**config.mk**
```make
export PLATFORM = sky130hd
export DESIGN_NAME = aes_addkey_pipe_flat
export DESIGN_NICKNAME = d
export VERILOG_FILES = /design/src/rtl/aes_addkey_pipe_if.sv /design/src/rtl/aes_addkey_pipe.sv /design/src/flat_wrapper.sv
export SDC_FILE = /design/constraint.sdc
export NUM_CORES = 1
export LEC_CHECK = 0
export BUFFER_PORTS_ARGS = -buffer_cell sky130_fd_sc_hd__buf_2
export CAP_MARGIN = 20
export CORE_AREA = 4 4 205 207
export CTS_CLUSTER_SIZE = 8
export DETAILED_ROUTE_END_ITERATION = 10
export DIE_AREA = 0 0 209 211
export GPL_ROUTABILITY_DRIVEN = 0
export PLACE_DENSITY = 0.61
export SYNTH_ARGS = -nofsm -noshare
export SYNTH_HDL_FRONTEND = slang
export SYNTH_SLANG_ARGS = --single-unit
```
**constraint.sdc**
```tcl
create_clock -name clk -period 2.6 [get_ports clk]
set_input_delay 0.39 -clock clk [delete_from_list [all_inputs] [get_ports clk]]
set_output_delay 0.39 -clock clk [all_outputs]
set_load 0.02 [all_outputs]
```
**src/rtl/aes_addkey_pipe_if.sv**
```systemverilog
// Handshake bundle for the AddRoundKey stage: upstream state/key inputs,
// downstream FIFO head and status.
interface aes_addkey_pipe_if #(
    parameter int DATA_W = 128
);
    logic              in_valid;
    logic              in_ready;
    logic [DATA_W-1:0] in_data;
    logic [DATA_W-1:0] cipher_key;
    logic [DATA_W-1:0] round_key;
    logic              key_valid;
    logic              flush;
    logic              out_valid;
    logic              out_ready;
    logic [DATA_W-1:0] out_data;
    logic [3:0]        out_round;
    logic              out_last;
    logic              done;
    logic              busy;

    modport master (
        output in_valid, in_data, cipher_key, round_key, key_valid, flush, out_ready,
        input  in_ready, out_valid, out_data, out_round, out_last, done, busy
    );

    modport slave (
        input  in_valid, in_data, cipher_key, round_key, key_valid, flush, out_ready,
        output in_ready, out_valid, out_data, out_round, out_last, done, busy
    );
endinterface

```
**src/rtl/aes_addkey_pipe.sv**
```systemverilog
// AES AddRoundKey stage: XORs each state word with the cipher/round key,
// tags it with its round index and queues it in a small output FIFO.
module aes_addkey_pipe #(
    parameter int DATA_W = 128,
    parameter int NR     = 10,
    parameter int DEPTH  = 2
) (
    input  logic             clk,
    input  logic             rst,
    aes_addkey_pipe_if.slave bus
);
    generate
        if (!(NR == 10 || NR == 12 || NR == 14)) begin : g_bad_nr
            $error("aes_addkey_pipe: NR must be 10, 12 or 14");
        end
        if (DEPTH < 2 || (DEPTH & (DEPTH - 1)) != 0) begin : g_bad_depth
            $error("aes_addkey_pipe: DEPTH must be a power of two >= 2");
        end
        if (DATA_W % 32 != 0) begin : g_bad_width
            $error("aes_addkey_pipe: DATA_W must be a multiple of 32");
        end
    endgenerate

    localparam int AW = $clog2(DEPTH);
    localparam int CW = $clog2(DEPTH + 1);

    logic [DATA_W-1:0] r_data [DEPTH];
    logic [3:0]        r_tag  [DEPTH];
    logic [DEPTH-1:0]  r_last;
    logic [AW-1:0]     r_wr_ptr, r_rd_ptr;
    logic [CW-1:0]     r_count;
    logic [3:0]        r_rnd;
    logic              r_done;

    logic              w_full, w_empty, w_round0, w_is_last, w_push, w_pop;
    logic [DATA_W-1:0] w_sum;

    assign w_full    = (r_count == CW'(DEPTH));
    assign w_empty   = (r_count == '0);
    assign w_round0  = (r_rnd == 4'd0);
    assign w_is_last = (r_rnd == 4'(NR));

    // Gated only by local state, so in_ready never depends on out_ready.
    assign bus.in_ready = !w_full && (w_round0 || bus.key_valid) && !bus.flush;
    assign w_push       = bus.in_valid && bus.in_ready;
    assign w_pop        = !w_empty && bus.out_ready;
    assign w_sum        = bus.in_data ^ (w_round0 ? bus.cipher_key : bus.round_key);

    always_ff @(posedge clk or negedge rst) begin
        if (!rst) begin
            for (int i = 0; i < DEPTH; i++) begin
                r_data[i] <= '0;
                r_tag[i]  <= '0;
            end
            r_last <= '0;
        end else if (w_push) begin
            r_data[r_wr_ptr] <= w_sum;
            r_tag[r_wr_ptr]  <= r_rnd;
            r_last[r_wr_ptr] <= w_is_last;
        end
    end

    always_ff @(posedge clk or negedge rst) begin
        if (!rst) begin
            r_wr_ptr <= '0;
            r_rd_ptr <= '0;
            r_count  <= '0;
            r_rnd    <= '0;
            r_done   <= 1'b0;
        end else if (bus.flush) begin
            r_wr_ptr <= '0;
            r_rd_ptr <= '0;
            r_count  <= '0;
            r_rnd    <= '0;
            r_done   <= 1'b0;
        end else begin
            r_done <= w_pop && r_last[r_rd_ptr];
            if (w_push) begin
                r_wr_ptr <= r_wr_ptr + AW'(1);
                r_rnd    <= w_is_last ? 4'd0 : r_rnd + 4'd1;
            end
            if (w_pop) r_rd_ptr <= r_rd_ptr + AW'(1);
            if (w_push && !w_pop)      r_count <= r_count + CW'(1);
            else if (w_pop && !w_push) r_count <= r_count - CW'(1);
        end
    end

    assign bus.out_valid = !w_empty;
    assign bus.out_data  = r_data[r_rd_ptr];
    assign bus.out_round = r_tag[r_rd_ptr];
    assign bus.out_last  = r_last[r_rd_ptr];
    assign bus.done      = r_done;
    assign bus.busy      = !w_round0 || !w_empty;
endmodule

```
**src/flat_wrapper.sv**
```systemverilog
// flat-port wrapper written by rule: the top's interface ports become plain ports
module aes_addkey_pipe_flat 
#(
    parameter int DATA_W = 128,
    parameter int NR     = 10,
    parameter int DEPTH  = 2
)
  (clk, rst, bus_in_valid, bus_in_data, bus_cipher_key, bus_round_key, bus_key_valid, bus_flush, bus_out_ready, bus_in_ready, bus_out_valid, bus_out_data, bus_out_round, bus_out_last, bus_done, bus_busy);
  aes_addkey_pipe_if #(.DATA_W(DATA_W)) bus_i ();
  input  logic clk;
  input  logic rst;
  input wire logic [$bits(bus_i.in_valid)-1:0] bus_in_valid;
  input wire logic [$bits(bus_i.in_data)-1:0] bus_in_data;
  input wire logic [$bits(bus_i.cipher_key)-1:0] bus_cipher_key;
  input wire logic [$bits(bus_i.round_key)-1:0] bus_round_key;
  input wire logic [$bits(bus_i.key_valid)-1:0] bus_key_valid;
  input wire logic [$bits(bus_i.flush)-1:0] bus_flush;
  input wire logic [$bits(bus_i.out_ready)-1:0] bus_out_ready;
  output wire logic [$bits(bus_i.in_ready)-1:0] bus_in_ready;
  output wire logic [$bits(bus_i.out_valid)-1:0] bus_out_valid;
  output wire logic [$bits(bus_i.out_data)-1:0] bus_out_data;
  output wire logic [$bits(bus_i.out_round)-1:0] bus_out_round;
  output wire logic [$bits(bus_i.out_last)-1:0] bus_out_last;
  output wire logic [$bits(bus_i.done)-1:0] bus_done;
  output wire logic [$bits(bus_i.busy)-1:0] bus_busy;
  assign bus_i.in_valid = bus_in_valid;
  assign bus_i.in_data = bus_in_data;
  assign bus_i.cipher_key = bus_cipher_key;
  assign bus_i.round_key = bus_round_key;
  assign bus_i.key_valid = bus_key_valid;
  assign bus_i.flush = bus_flush;
  assign bus_i.out_ready = bus_out_ready;
  assign bus_in_ready = bus_i.in_ready;
  assign bus_out_valid = bus_i.out_valid;
  assign bus_out_data = bus_i.out_data;
  assign bus_out_round = bus_i.out_round;
  assign bus_out_last = bus_i.out_last;
  assign bus_done = bus_i.done;
  assign bus_busy = bus_i.busy;
  aes_addkey_pipe #(.DATA_W(DATA_W), .NR(NR), .DEPTH(DEPTH)) u_core (.clk(clk), .rst(rst), .bus(bus_i));
endmodule
```
Yosys cells after proc, flatten, opt, wreduce, memory -nomap -nowiden:

Cells that the tools add are included.

* register bits: 275
* bits of input ports: 390
* output and inout bits: 137
* logic and storage cells: 77

* $add $sub $neg: 5
* magnitude comparators: 6
* eq/ne operators: 2
* mux-type cells: 29
* bitwise gates (word level): 3
* reduce and logical (&&, ||, !) cells: 22

Operators by type and width (count)
* 128-bit two-way mux: 5
* 256-bit bitwise mux: 1
* 128-bit demux with 1-bit select: 1
* 128-bit bitwise XOR: 1
* 4-bit two-way mux: 7
* 1-bit logical AND: 9
* 8-bit bitwise mux: 1
* 1-bit two-way mux: 8
* 1-bit zero test: 6
* 2-bit two-way mux: 3
* 4-bit by 1-bit adder with 4-bit output, second input constant: 1
* 4-bit demux with 1-bit select: 1
* 4-bit equality test, second input constant: 1
* 2-bit >= comparator, second input constant: 2
* 4-bit zero test: 1
* 1-bit by 2-bit < comparator with 1-bit output, second input constant: 2
* 1-bit inverter with 2-bit output: 2
* 2-bit nonzero test: 2
* 3-bit nonzero test: 1
* 1-bit adder, second input constant: 2
* 2-bit by 1-bit adder with 2-bit output, second input constant: 1
* 2-bit bitwise mux: 1
* 2-bit equality test, second input constant: 1
* 2-bit zero test: 1
* 5 further kinds: 6

Longest topological paths before layout:

* depth after elaboration: 10
* depth in mapped cells: 10
* gate-level depth less buffers: 6

Worst setup path after synthesis:

OpenSTA, ideal clock, no wires.

* path type: register to output
* from: register u_core.r_rnd[0]
* to: output bus_in_ready
* arrival: 1.658 ns
* data required time: 2.210 ns
* setup slack: 0.552 ns
* cell stages (with the launch flop): 9
* path buffers: 3
* path through: dfrtp_1 inv_1 ha_1 nor3b_2 buf_4 buf_6 buf_6 nor2_1 nor3_2

* longest elaborated chain between the ends: 4

Ends and longest elaborated chain
* from (decl): RTL line aes_addkey_pipe.sv:32 `logic [3:0] r_rnd;`
* from (signal assigned): RTL line aes_addkey_pipe.sv:80 `r_rnd <= w_is_last ? 4'd0 : r_rnd + 4'd1;`
* 4-bit zero test: RTL line aes_addkey_pipe.sv:40 `assign w_round0 = (r_rnd == 4'd0);`
* 1-bit logical OR: RTL line aes_addkey_pipe.sv:44 `assign bus.in_ready = !w_full && (w_round0 || bus.key_valid) && !bus.flush;`
* 1-bit logical AND (2 in series): RTL line aes_addkey_pipe.sv:44
* to (decl): RTL line flat_wrapper.sv:19 `output wire logic [$bits(bus_i.in_ready)-1:0] bus_in_ready;`

No other way between the ends.

Worst setup path in the final report:

* from: register u_core.r_rnd[1]
* to: register u_core.r_data[164] (netlist bit)

* longest elaborated chain between the ends: 5

Ends and longest elaborated chain
* 4-bit zero test (*): RTL line aes_addkey_pipe.sv:40
* branches (longest 4 deep; another with 256-bit bitwise mux)
* to (signal, indexed assignment): RTL line aes_addkey_pipe.sv:57 `r_data[r_wr_ptr] <= w_sum;`
* to (decl): RTL line aes_addkey_pipe.sv:27 `logic [DATA_W-1:0] r_data [DEPTH];`

Every way passes the cells marked *.
A chain may end at the register's enable or synchronous reset.

==> out/qor.txt <==
Lkg Pwr: 9.71 nW
die extent in y: 211 um
initial antenna violation count: 1
Worst R2R Setup Slack: 100 ps
1st-iter DRT viols: 366
Worst EP arrival: 2860 ps
Tmin final: 2500 ps
pin count of the biggest net entering global routing: 141
die width: 209 um
syn_area_per_cell: 10.5 um^2
register area share after synthesis: 49.1%
number of hold violations in the final report: 0
Hold Crit Start: bus_in_data[97]
clock root buffer: clkbuf_16
vias in the first global route: 11760
Max Slew Vio Count: 0
die area: 44100 um^2
worst hold path type: input pin to flop
Hold Path Stages: 3
input/output buffers: 526
Layout Cells excl Fill: 2387
wire per inst: 16.7 um
final setup TNS: 0 ps
Total Wirelength: 39.9 mm
drt first pass iters: 4
Crit. End Element: flop
Final Power: 18.4 mW
Main synth FF type: dfrtp_1
Worst VDD drop: 446 uV
CP Launch Type: flop
asr flop ratio synth: 100%
total of warnings raised by yosys: 0
number of synthesized flops with an enable pin: 0
Worst slew margin: 60.3%
Via Count: 11212
placed cells: 2336
R2R depth: 8
end of the worst register-to-register path: u_core.r_data[164]
# rows: 74
synthesized cell area: 14000 um^2
Fmax: 401 MHz
layout cells sized above 1: 40.4%
total grt overflow: 0
synthesized instance count: 1334
clock transition at the registers of the reported paths: 50 ps
worst-skew pair later-pin latency: 510 ps
CP required: 2960 ps
CTS Buf Count: 40
worst setup path category: flop to flop
P&R area growth vs syn: 31.7%
hold endpoint: u_core.r_data[97]
Filler cells: 3888
antenna-violating nets left: 0
DRC viols: 0
floorplan core area: 40400 um^2
Net Count, Synth: 1727
RSZ-0062 raised after global routing: false
clk sinks: 275
Worst R2R Start: u_core.r_rnd[1]
Setup-failing EPs final: 0
hold slack: 187 ps
first-pass GRT wire length: 62.4 mm
distinct cell type count after synthesis: 38
worst slew pin tran: 595 ps
CTS tree: yes
final-stage net count: 2245
post-DP HPWL: 29.4 mm
clock tree buffer depth: 3
MaxCap Viol Count: 0
initial core utilization: 34.7%
H-tree depth: 2
crit share post-route: 96.0%
gr usage total: 17.4%
#FFs+latches synth: 275
io pins: 527
status: completed
P per Cell Area: 995 nW/um^2
clock skew: 15.1 ps
Max FO, Critical Path: 18
DR vias/cell: 4.70
==> cells in the mapped netlist, types with 10 or more instances <==
master	number	share of area [%]
mux2_2	133	11
mux2i_1	130	9.3
o21ai_1	166	5.9
dfrtp_1	275	49
nand2_1	268	7.2
buf_6	10	0.80
buf_2	19	0.68
o21ai_0	98	3.5
xor2_1	129	8.1
clkbuf_1	35	0.94
buf_4	24	1.3
==> sequential cells by signal, indices dropped and copies added (netlist names) <==
name             count
u_core.bus.done      1
u_core.r_count       2
u_core.r_data      256
u_core.r_last        2
u_core.r_rd_ptr      1
u_core.r_rnd         4
u_core.r_tag         8
u_core.r_wr_ptr      1
==> where the power goes <==
| part | internal [mW] | switching [mW] |
|---|---|---|
| clock | 2.85 | 1.70 |
| combinational | 2.91 | 3.93 |
| sequential | 6.09 | 0.882 |
==> worst max-delay path: stages, from the launching register on <==
cell and delay (ps):
dfrtp_1 430, inv_1 130, ha_1 160, nor3b_4 240, buf_4 170, buf_4 320
mux2i_1 440, xor2_1 300, o21ai_0 140
==> routing by layer <==
metal,track usage [%],vias up,wire length (um)
met5,0,-,0
met4,4.59,0,887
met3,4.31,52,2750
met2,30.0,360,19600
met1,22.1,5231,16700
li1,-,5569,-
==> how the worst max path moves through the flow <==
stage / slack (ps) / to / from / cells past startpoint
detailed placement: 260 / u_core.r_data[164] / u_core.r_rnd[0] / 7
CTS: 20 / bus_in_ready / u_core.r_rnd[0] / 7
global route: 4 / bus_in_ready / u_core.r_rnd[1] / 7
floorplan: 550 / bus_in_ready / u_core.r_rnd[0] / 8
global placement: 340 / u_core.r_data[1] / u_core.r_rnd[0] / 8
finish: 100 / u_core.r_data[164] / u_core.r_rnd[1] / 8
==> layout by cell type, fill, tap and decap left out, types with 3 or more instances in the layout <==
cell type | netlist | final
clkbuf_16 | 0 | 41
inv_1 | 5 | 4
xor2_1 | 129 | 129
mux2i_1 | 130 | 130
mux2_2 | 133 | 133
o21ai_0 | 98 | 98
nand2_1 | 268 | 268
buf_12 | 0 | 17
dfrtp_1 | 275 | 274
buf_2 | 19 | 525
buf_4 | 24 | 20
nor2_1 | 5 | 5
ha_1 | 3 | 3
a21oi_1 | 4 | 4
o21ai_1 | 166 | 166
==> cell families (layout without fill, tap and decap cells) <==
kind of cell               after synthesis  after routing  share of synthesized area (%)
and+or+nand+nor                        284            284                           7.89
AOI/OAI and AO/OA                      280            280                           10.4
DFF                                    275            275                           49.1
muxes                                  267            267                           20.3
xor gates and xnor gates               130            130                           8.12
buffers and inverters                   95            615                           3.91
adders and majority gates                3              3                          0.268
other                                    0              1                              0
==> area by class of cell <==
type,instances,area (um^2),share of cell area [%]
flip-flops and latches,275,6890,37.3
multi-input cells,964,6620,35.9
repair buffers,566,3200,17.4
clock buffers,43,1030,5.60
well taps,532,666,3.61
clock inverters,1,30.0,0.163
inverters,5,18.8,0.102
diodes,1,2.50,0.0136
==> metrics by stage <==
step	util, %	setup WS (ps)	instance area (um^2)
after floorplan	-	552	14000
after global placement	42.9	341	17300
after CTS	45.7	22.6	18400
after detailed placement	42.9	255	17300
final	45.7	105	18500
after global routing	45.7	3.69	18500
==> what timing repair did <==
item	4_1_cts	5_1_grt
cloned	1	0
endpoints found under the setup margin	1	32
hold buffers	1	0
endpoints found under the hold margin	57	0
buffers inserted	4	0
resized for setup	0	2
No activity file was read; power rests on OpenSTA's default activity.
